**src/rtl/peripheral_packet_slave.sv**
```systemverilog
// Avalon-MM pipelined slave that drains a local Avalon-ST packet buffer; read data returns READ_LATENCY cycles after acceptance.
// Backpressure: waitrequest only stalls DATA reads on an empty buffer; st_ready drops when full, in reset, or during a FLUSH write.
module peripheral_packet_slave #(
  parameter int DEPTH        = 32,
  parameter int READ_LATENCY = 2
) (
  input  logic        clk,
  input  logic        reset,
  input  logic [3:0]  av_nativeaddress,
  input  logic [3:0]  av_byteenable,
  input  logic        av_read,
  input  logic        av_write,
  input  logic [31:0] av_writedata,
  output logic        av_waitrequest,
  output logic [31:0] av_readdata,
  output logic        av_readdatavalid,
  output logic        av_endofpacket,
  input  logic [31:0] st_data,
  input  logic        st_valid,
  input  logic        st_endofpacket,
  output logic        st_ready
);

  localparam int AW = $clog2(DEPTH);

  logic [32:0]   mem [DEPTH];
  logic [AW-1:0] wr_ptr, rd_ptr;
  logic [AW:0]   level, level_nxt;
  logic [7:0]    pkt_cnt, pkt_nxt;
  logic [31:0]   scratch [16];

  logic          empty, full, wr_acc, rd_acc, flush, push, pop;
  logic [32:0]   head;
  logic [31:0]   rsp_dat;
  logic          rsp_eop;

  logic          pipe_vld [READ_LATENCY];
  logic [31:0]   pipe_dat [READ_LATENCY];
  logic          pipe_eop [READ_LATENCY];

  assign empty          = (level == '0);
  assign full           = (level == (AW+1)'(DEPTH));
  assign av_waitrequest = av_read & (av_nativeaddress == 4'd0) & empty;
  assign wr_acc         = av_write & ~av_waitrequest;
  assign rd_acc         = av_read & ~av_write & ~av_waitrequest;
  assign flush          = wr_acc & (av_nativeaddress == 4'd2) & av_byteenable[0] & av_writedata[0];
  assign st_ready       = ~full & ~reset & ~flush;
  assign push           = st_valid & st_ready;
  assign pop            = rd_acc & (av_nativeaddress == 4'd0);
  assign head           = mem[rd_ptr];
  assign level_nxt      = level + (AW+1)'(push) - (AW+1)'(pop);

  // Packet count tracks eop words in the buffer; an empty buffer always reports zero.
  always_comb begin
    pkt_nxt = pkt_cnt;
    if (push & st_endofpacket & ~(pop & head[32])) begin
      if (pkt_cnt != 8'hff) pkt_nxt = pkt_cnt + 8'd1;
    end else if (~(push & st_endofpacket) & pop & head[32]) begin
      if (pkt_cnt != 8'h00) pkt_nxt = pkt_cnt - 8'd1;
    end
    if (level_nxt == '0) pkt_nxt = 8'h00;
  end

  always_comb begin
    rsp_dat = '0;
    rsp_eop = 1'b0;
    case (av_nativeaddress)
      4'd0: begin
        rsp_dat = head[31:0];
        rsp_eop = head[32];
      end
      4'd1:    rsp_dat = {8'h00, pkt_cnt, 7'h00, 9'(level)};
      4'd2:    rsp_dat = '0;
      default: rsp_dat = scratch[av_nativeaddress];
    endcase
  end

  always_ff @(posedge clk) begin
    if (push) mem[wr_ptr] <= {st_endofpacket, st_data};
  end

  always_ff @(posedge clk) begin
    if (reset) begin
      wr_ptr  <= '0;
      rd_ptr  <= '0;
      level   <= '0;
      pkt_cnt <= '0;
      for (int i = 0; i < 16; i++) scratch[i] <= '0;
      for (int i = 0; i < READ_LATENCY; i++) begin
        pipe_vld[i] <= 1'b0;
        pipe_dat[i] <= '0;
        pipe_eop[i] <= 1'b0;
      end
    end else begin
      if (flush) begin
        wr_ptr  <= '0;
        rd_ptr  <= '0;
        level   <= '0;
        pkt_cnt <= '0;
      end else begin
        if (push) wr_ptr <= wr_ptr + 1'b1;
        if (pop)  rd_ptr <= rd_ptr + 1'b1;
        level   <= level_nxt;
        pkt_cnt <= pkt_nxt;
      end
      if (wr_acc && av_nativeaddress >= 4'd3) begin
        for (int b = 0; b < 4; b++)
          if (av_byteenable[b]) scratch[av_nativeaddress][8*b +: 8] <= av_writedata[8*b +: 8];
      end
      // Response shift register: fields are captured at acceptance, so later writes never leak in.
      pipe_vld[0] <= rd_acc;
      pipe_dat[0] <= rsp_dat;
      pipe_eop[0] <= rsp_eop & rd_acc;
      for (int i = 1; i < READ_LATENCY; i++) begin
        pipe_vld[i] <= pipe_vld[i-1];
        pipe_dat[i] <= pipe_dat[i-1];
        pipe_eop[i] <= pipe_eop[i-1];
      end
    end
  end

  assign av_readdatavalid = pipe_vld[READ_LATENCY-1];
  assign av_readdata      = pipe_dat[READ_LATENCY-1];
  assign av_endofpacket   = pipe_eop[READ_LATENCY-1] & pipe_vld[READ_LATENCY-1];

endmodule

```
**config.mk**
```make
export PLATFORM = sky130hd
export DESIGN_NAME = peripheral_packet_slave
export DESIGN_NICKNAME = d
export VERILOG_FILES = /design/src/rtl/peripheral_packet_slave.sv
export SDC_FILE = /design/constraint.sdc
export NUM_CORES = 2
export LEC_CHECK = 0
export CAP_MARGIN = 15
export CORE_MARGIN = 2
export CORE_UTILIZATION = 25
export DETAILED_ROUTE_END_ITERATION = 10
export GPL_TIMING_DRIVEN = 0
export PLACE_DENSITY = 0.5
export SETUP_SLACK_MARGIN = 0.2
export SYNTH_ARGS = -nofsm -noshare
export SYNTH_HDL_FRONTEND = slang
export SYNTH_SLANG_ARGS = --single-unit
```
**constraint.sdc**
```tcl
create_clock -name clk -period 4.9 [get_ports clk]
set_clock_uncertainty 0.2 [all_clocks]
set_input_delay 1.225 -clock clk [delete_from_list [all_inputs] [get_ports clk]]
set_output_delay 1.225 -clock clk [all_outputs]
set_load 0.01 [all_outputs]
```
==> results_dict.tcl <==
set metrics [dict create \
    combPwrFrac_pct 5.9 \
    numPortBuffers 111 \
    cts_hold_buf 0 \
    core_um2 259000 \
    path_clk_slew_ns 0.06 \
    pin_count 114 \
    synth_edf_count 1520 \
    final_antenna_net_count 0 \
    cts_root_buffer "clkbuf_16" \
    grt.overflow.total 0 \
    vias 33200 \
    layout_common_cells "edfxtp_1 (1520), mux4_2 (444), and2_1 (418)" \
    die_h_um 514 \
    fin_crit_sh_pct 94.2 \
    drive_gt1_share_pct 24.3 \
    final_common_cell "edfxtp_1" \
    cts_tree "built" \
    ys.flop_type "edfxtp_1" \
    firstDrtPassIters 8 \
    min_path_type "reg -> reg" \
    worstPathRequired_ns 5.28 \
    fmax_mhz 217 \
    seq_area_frac_synth_pct 73.3 \
    ys_ff_latch 1617 \
    design_area_um2 77800 \
    p_leak_nw 24.3 \
    max_cap_viol_count 0 \
    p_per_area_nw_per_um2 384 \
    pwr-share-clk_pct 42.0 \
    fin_crit_ns 4.61 \
    setup_tns_ns 0 \
    cts_made_buffers 169 \
    start_util_pct 25.1 \
    crit_arrival_ns 4.99 \
    syn-cell-area_um2 64900 \
    nets 3803 \
    wl_per_cell_um 26.5 \
    place_congestion 0.810 \
    die-width_um 514 \
    slew-limit-headroom_pct 19.1 \
    num_rows 187 \
    path_class "reg -> reg" \
    drt_iter0_markers 3682 \
    ys_warn_count 0 \
    worst_pin_slew_ns 1.21 \
    clk_path_buf_depth 3 \
    hold_viol 0 \
    h-tree-depth 4 \
    path_max_fanout 10 \
    finish.utilization_pct 30.1 \
    rsz0062_at_grt "no" \
    intPower_mw 23.1 \
    grt_max_degree 34 \
    area_delta_synth_final_pct 19.9 \
    hpwl_um 133000 \
    peakVddDrop_v 0.000376 \
    fillers 25300 \
    synth_area_leader_cell "edfxtp_1" \
    avgSynthCellArea_um2 19.7 \
    antenna_found_initial 26 \
    worstSkewPairLatency_ns 0.81 \
    critPathLaunchType "register" \
    power_switching_share_pct 22.6 \
    power.total_mw 29.9 \
    p_seq_share_pct 52.1 \
    grt_pass1_wl_um 267000 \
    async_flop_share_pct 0 \
    synth_top_area_share_pct 70.3 \
    grt_usage_pct 14.4 \
    drc 0 \
    synthTopCellsByArea "edfxtp_1 (70%), mux4_2 (15%), and2_1 (4.0%), dfxtp_1 (3.0%), nor2_1 (0.78%)" \
    p_switching_mw 6.75 \
    setup_viol 0 \
    status "finished clean" \
    viasPerCell 4.58 \
    synth_cells 3301 \
    crit_path_end_kind "register" \
    routed_wirelength_um 192000 \
    drv_slew 0 \
    yosysUniqueCellTypes 59 \
    clock_sinks 1617 \
    die_area_um2 264000 \
    first_global_vias 33500 \
    dpl_cell_area_um2 72100 \
]
==> sequential cells by signal, indices dropped and copies added (netlist names), named ones only <==
register	flops
scratch	464
pipe_dat	64
wr_ptr	5
pipe_eop	2
rd_ptr	5
pkt_cnt	8
level	6
pipe_vld	2
mem	1056
==> worst max-delay path: stages, from the launching register on <==
cell and delay (ns):
dfxtp_1 0.31, clkbuf_1 0.34, buf_2 0.39, clkbuf_2 0.53
clkbuf_1 0.63, mux4_2 0.42, mux4_2 0.53, mux2i_2 0.58
o22ai_1 0.40
==> timing repair <==
action	CTS	global route
setup endpoints to repair	1299	96
resized for setup	64	18
pin swaps	1	0
setup buffers	2	0
hold endpoints to repair	0	0
==> logic make-up after synthesis <==
family | count (synthesis) | synth area share [%]
buffers and inverters | 258 | 1.79
adder cells (fa/ha/maj) | 22 | 0.447
multiplexers | 504 | 16.4
AO/OA/AOI/OAI | 115 | 1.13
AND/OR/NAND/NOR | 767 | 6.64
other | 1 | 0.00578
flip-flops | 1617 | 73.3
XOR/XNOR | 17 | 0.229
==> power by group through the flow <==
stage / Sequential, mW / Combinational (mW) / Clock (mW)
2_1_floorplan: 15.8 / 0.935 / 0
3_3_place_gp: 15.9 / 1.68 / 0
3_5_place_dp: 15.9 / 1.73 / 0
4_1_cts: 15.6 / 1.75 / 12.8
5_1_grt: 15.6 / 1.86 / 13.3
6_report: 15.6 / 1.75 / 12.5
==> routing by layer <==
layer	up-vias	part of all wire, %	global-route usage, %	wire length [um]
met5	-	0.032	0	61
met4	10	1.9	3.06	3600
met3	234	6.1	2.48	11800
met2	1055	48	23.7	92600
met1	18000	44	19.9	84000
li1	13900	-	-	-
==> worst paths after layout <==
path	start	end	slack, ns	cells past startpoint
min reg2reg	pipe_eop[0][0]	pipe_eop[0][1]	0.24	1
max	register	pipe_dat[0][24]	0.29	8
min	pipe_eop[0][0]	pipe_eop[0][1]	0.24	1
max reg2reg	register	pipe_dat[0][24]	0.29	8
==> through the flow <==
stage               worst slack [ns]  cells  hold slack [ns]
floorplan                     0.0153   3348            0.214
global placement               -3.84   6861            0.229
detailed placement             -1.52   6922            0.229
CTS                            0.211   7232            0.244
global route                   0.221   7243            0.261
finish                         0.286   7249            0.236
==> cells in the mapped netlist, types with 2 or more instances <==
master and instances:
a21oi_1 38, buf_4 38, fa_1 2, xnor2_1 9, dfxtp_1 97, buf_6 2
mux2_2 21, o21bai_1 2, and2_1 418, ha_1 20, a21boi_1 2, buf_1 26
mux4_1 2, buf_2 31, mux4_2 444, a21boi_0 3, or2_1 53, o22ai_1 28
nor4_1 2, edfxtp_1 1520, or3b_2 2, or4_1 2, a31oi_1 2, nand3b_1 2
nor3_1 15, nor2b_1 39, nand2b_1 2, nand4_1 6, clkbuf_1 127, inv_1 32
mux2i_1 37, a211oi_1 5, a21o_1 4, inv_2 2, xor2_1 8, nand3_1 13
nor2_1 134, a22o_1 2, a221oi_1 13, and4_1 2, o21ai_0 7, a22oi_1 3
nand2_1 68
==> final cells by class <==
type	count	area [um^2]	share of cell area, %
clock inverter	89	778	1.00
multi-input combinational	1473	16700	21.4
antenna	7	17.5	0.0225
sequential	1617	47600	61.1
clock buffer	219	4570	5.87
timing repair buffer	184	2710	3.48
buffer	224	1110	1.43
tap	3402	4260	5.47
inverter	34	128	0.164
Power figures use the tool's default switching activity.
==> RTL change, RTL diff (same flow settings) <==
Change the parameter `DEPTH` from 32 to 64.
--- a/src/rtl/peripheral_packet_slave.sv
+++ b/src/rtl/peripheral_packet_slave.sv
@@ -1,7 +1,7 @@
 // Avalon-MM pipelined slave that drains a local Avalon-ST packet buffer; read data returns READ_LATENCY cycles after acceptance.
 // Backpressure: waitrequest only stalls DATA reads on an empty buffer; st_ready drops when full, in reset, or during a FLUSH write.
 module peripheral_packet_slave #(
-  parameter int DEPTH        = 32,
+  parameter int DEPTH        = 64,
   parameter int READ_LATENCY = 2
 ) (
   input  logic        clk,
Function: not settled (the Yosys comparison gave no result); the edit may change what the design does.
==> RTL change against the unedited design <==
Global-route usage increased by 1.0 points. Power increased by 61%. Setup slack got worse by 0.053 ns. Routed wire length increased by 75%. Design area increased by 63%. Area after synthesis increased by 62%. Sequential cell count increased by 1054. Critical path depth increased by 3. Clock power increased by 63%. Critical path type is now in2reg.
==> RTL change: results (changes against the unedited design) <==
.. list-table::
   :header-rows: 1

   * - Metric
     - Value
   * - Share of layout cells above drive strength 1
     - 0.304 (was 0.243)
   * - Number of buffers on the longest clock path
     - 4 (was 3)
   * - Unique masters post-synth
     - 61 (was 59)
   * - Post-synthesis sequential area ratio
     - 0.753 (was 0.733)
   * - Clk_lat worst skew
     - 0.90 ns (was 0.81 ns)
   * - Detailed Place HPWL
     - 227 mm (was 133 mm)
   * - Max IR drop VDD
     - 0.000226 V (was 0.000376 V)
   * - Share of the synthesized area in compound gates (AO/OA/AOI/OAI)
     - 0.0105 (was 0.0113)
   * - Hold Path End
     - pipe_dat[0][60]$_SDFF_PP0_ (was pipe_eop[0][1]$_SDFF_PP0_)
   * - Terminus of the critical flop-to-flop path
     - pipe_dat[0][24]$_SDFF_PP0_ (unchanged)
   * - Number of enable flip-flop cells after synthesis
     - 2,570 (was 1,520)
   * - Final GP Congestion
     - 0.828 (was 0.810)
   * - Share of synthesized registers carrying an async set or reset
     - 0 (unchanged)
   * - Via density
     - 4.80 (was 4.58)
   * - All-layer global routing usage
     - 0.154 (was 0.144)
   * - Inserted Clock Buffers
     - 274 (was 169)
   * - 1st-iter DRT viols
     - 6,642 (was 3,682)
   * - Max-slew violations
     - 0 (unchanged)
   * - Arrival time worst endpoint
     - 5.00 ns (was 4.99 ns)
   * - Cell Area, Placed
     - 117,000 um^2 (was 72,100 um^2)
   * - Number of antenna violations at the first check in global routing
     - 39 (was 26)
   * - Number of cells in the design after placement
     - 10,749 (was 6,922)
   * - Count of filler cells inserted in the layout
     - 40,351 (was 25,298)
   * - Fraction of synthesized cell area in xor and xnor cells
     - 0.00150 (was 0.00229)
   * - Number of cells traversed by the worst register-to-register path
     - 10 (was 8)
   * - Commonest cells in the synthesized netlist
     - sky130_fd_sc_hd__edfxtp_1, sky130_fd_sc_hd__mux4_2, sky130_fd_sc_hd__and2_1 (unchanged)
   * - Critical path peak fanout
     - 15 (was 10)
   * - Main area contributors after synthesis
     - sky130_fd_sc_hd__edfxtp_1, sky130_fd_sc_hd__mux4_2, sky130_fd_sc_hd__and2_1, sky130_fd_sc_hd__dfxtp_1, sky130_fd_sc_hd__clkbuf_1 (was sky130_fd_sc_hd__edfxtp_1, sky130_fd_sc_hd__mux4_2, sky130_fd_sc_hd__and2_1, sky130_fd_sc_hd__dfxtp_1, sky130_fd_sc_hd__nor2_1)
   * - Setup Slack @ Placement
     - -1.73 ns (was -1.52 ns)
   * - Total power divided by cell area
     - 380 nW/um^2 (was 384 nW/um^2)
   * - Maximum number of pins on one net before global-route repair
     - 66 (was 34)
   * - Leakage power of the design
     - 38.7 nW (was 24.3 nW)
   * - First-pass iteration count of the detailed router
     - 5 (was 8)
   * - Remaining max-slew budget at the tightest pin
     - 0.126 (was 0.191)
   * - Run status
     - complete, no violations (unchanged)
   * - First-pass GRT wire length
     - 456 mm (was 267 mm)
   * - Number of H-tree branching levels
     - 5 (was 4)
   * - Hold Slack
     - 0.238 ns (was 0.236 ns)
   * - Vias
     - 54,201 (was 33,205)
RTL change: final cells by class:
cell class	count	area share
inverters	22	0.000682
repair buffers	341	0.0377
multi-input cells	1915	0.200
diodes	8	0.000158
plain buffers	321	0.0152
clock inverters	119	0.00810
well taps	5520	0.0545
flip-flops and latches	2671	0.625
clock buffers	365	0.0588
RTL change: worst max-delay path by stage:
| stage | slack (ns) | depth (start not counted) | end |
|---|---|---|---|
| 2_1_floorplan | 0.14 | 9 | mem[63][0]$_DFFE_PP_ |
| 3_3_place_gp | -4.78 | 9 | mem[7][11]$_DFFE_PP_ |
| 3_5_place_dp | -1.73 | 10 | scratch[5][28]$_SDFFCE_PN0P_ |
| 4_1_cts | 0.20 | 10 | pipe_dat[0][22]$_SDFF_PP0_ |
| 5_1_grt | 0.19 | 12 | pipe_dat[0][13]$_SDFF_PP0_ |
| 6_report | 0.23 | 11 | mem[45][15]$_DFFE_PP_ |
RTL change: metal layers:
layer / up-vias / track usage / wire, um
met5: - / 0 / 41
met4: 6 / 0.0422 / 9480
met3: 529 / 0.0304 / 27400
met2: 2475 / 0.254 / 162000
met1: 29796 / 0.207 / 136000
li1: 21395 / - / -
RTL change: power by group:
part	total (mW)	switching [mW]	internal, mW	leakage [nW]
Combinational	2.27	1.42	0.847	10.3
Clock	20.4	8.86	11.6	4.13
Sequential	25.5	0.151	25.3	24.2
RTL change: cell families (layout without fill, tap and decap cells):
logic type,count (synthesis),count (layout)
other,1,50
buffers and inverters,343,1168
muxes,822,822
AOI/OAI and AO/OA,177,178
DFF,2671,2671
xor gates and xnor gates,18,18
and+or+nand+nor,836,836
adders and majority gates,19,19
RTL change: critical path, cell delays in order:
cell                              delay [ns]
sky130_fd_sc_hd__clkdlybuf4s50_1        0.42
sky130_fd_sc_hd__and2_4                 0.19
sky130_fd_sc_hd__a41oi_4                0.27
sky130_fd_sc_hd__and3_4                 0.23
sky130_fd_sc_hd__buf_6                  0.14
sky130_fd_sc_hd__clkinvlp_4             0.15
sky130_fd_sc_hd__nor2_1                 0.33
sky130_fd_sc_hd__nand3b_1               0.72
sky130_fd_sc_hd__nor2_4                 0.74
sky130_fd_sc_hd__buf_12                 0.29
sky130_fd_sc_hd__buf_12                 0.22
RTL change: what timing repair did:
action                     in CTS  in global routing
gates cloned                    1                  0
hold endpoints to repair        0                  0
pin swaps                      24                  5
buffers inserted               25                  5
gates resized for setup       179                 33
setup endpoints to repair    2482                415
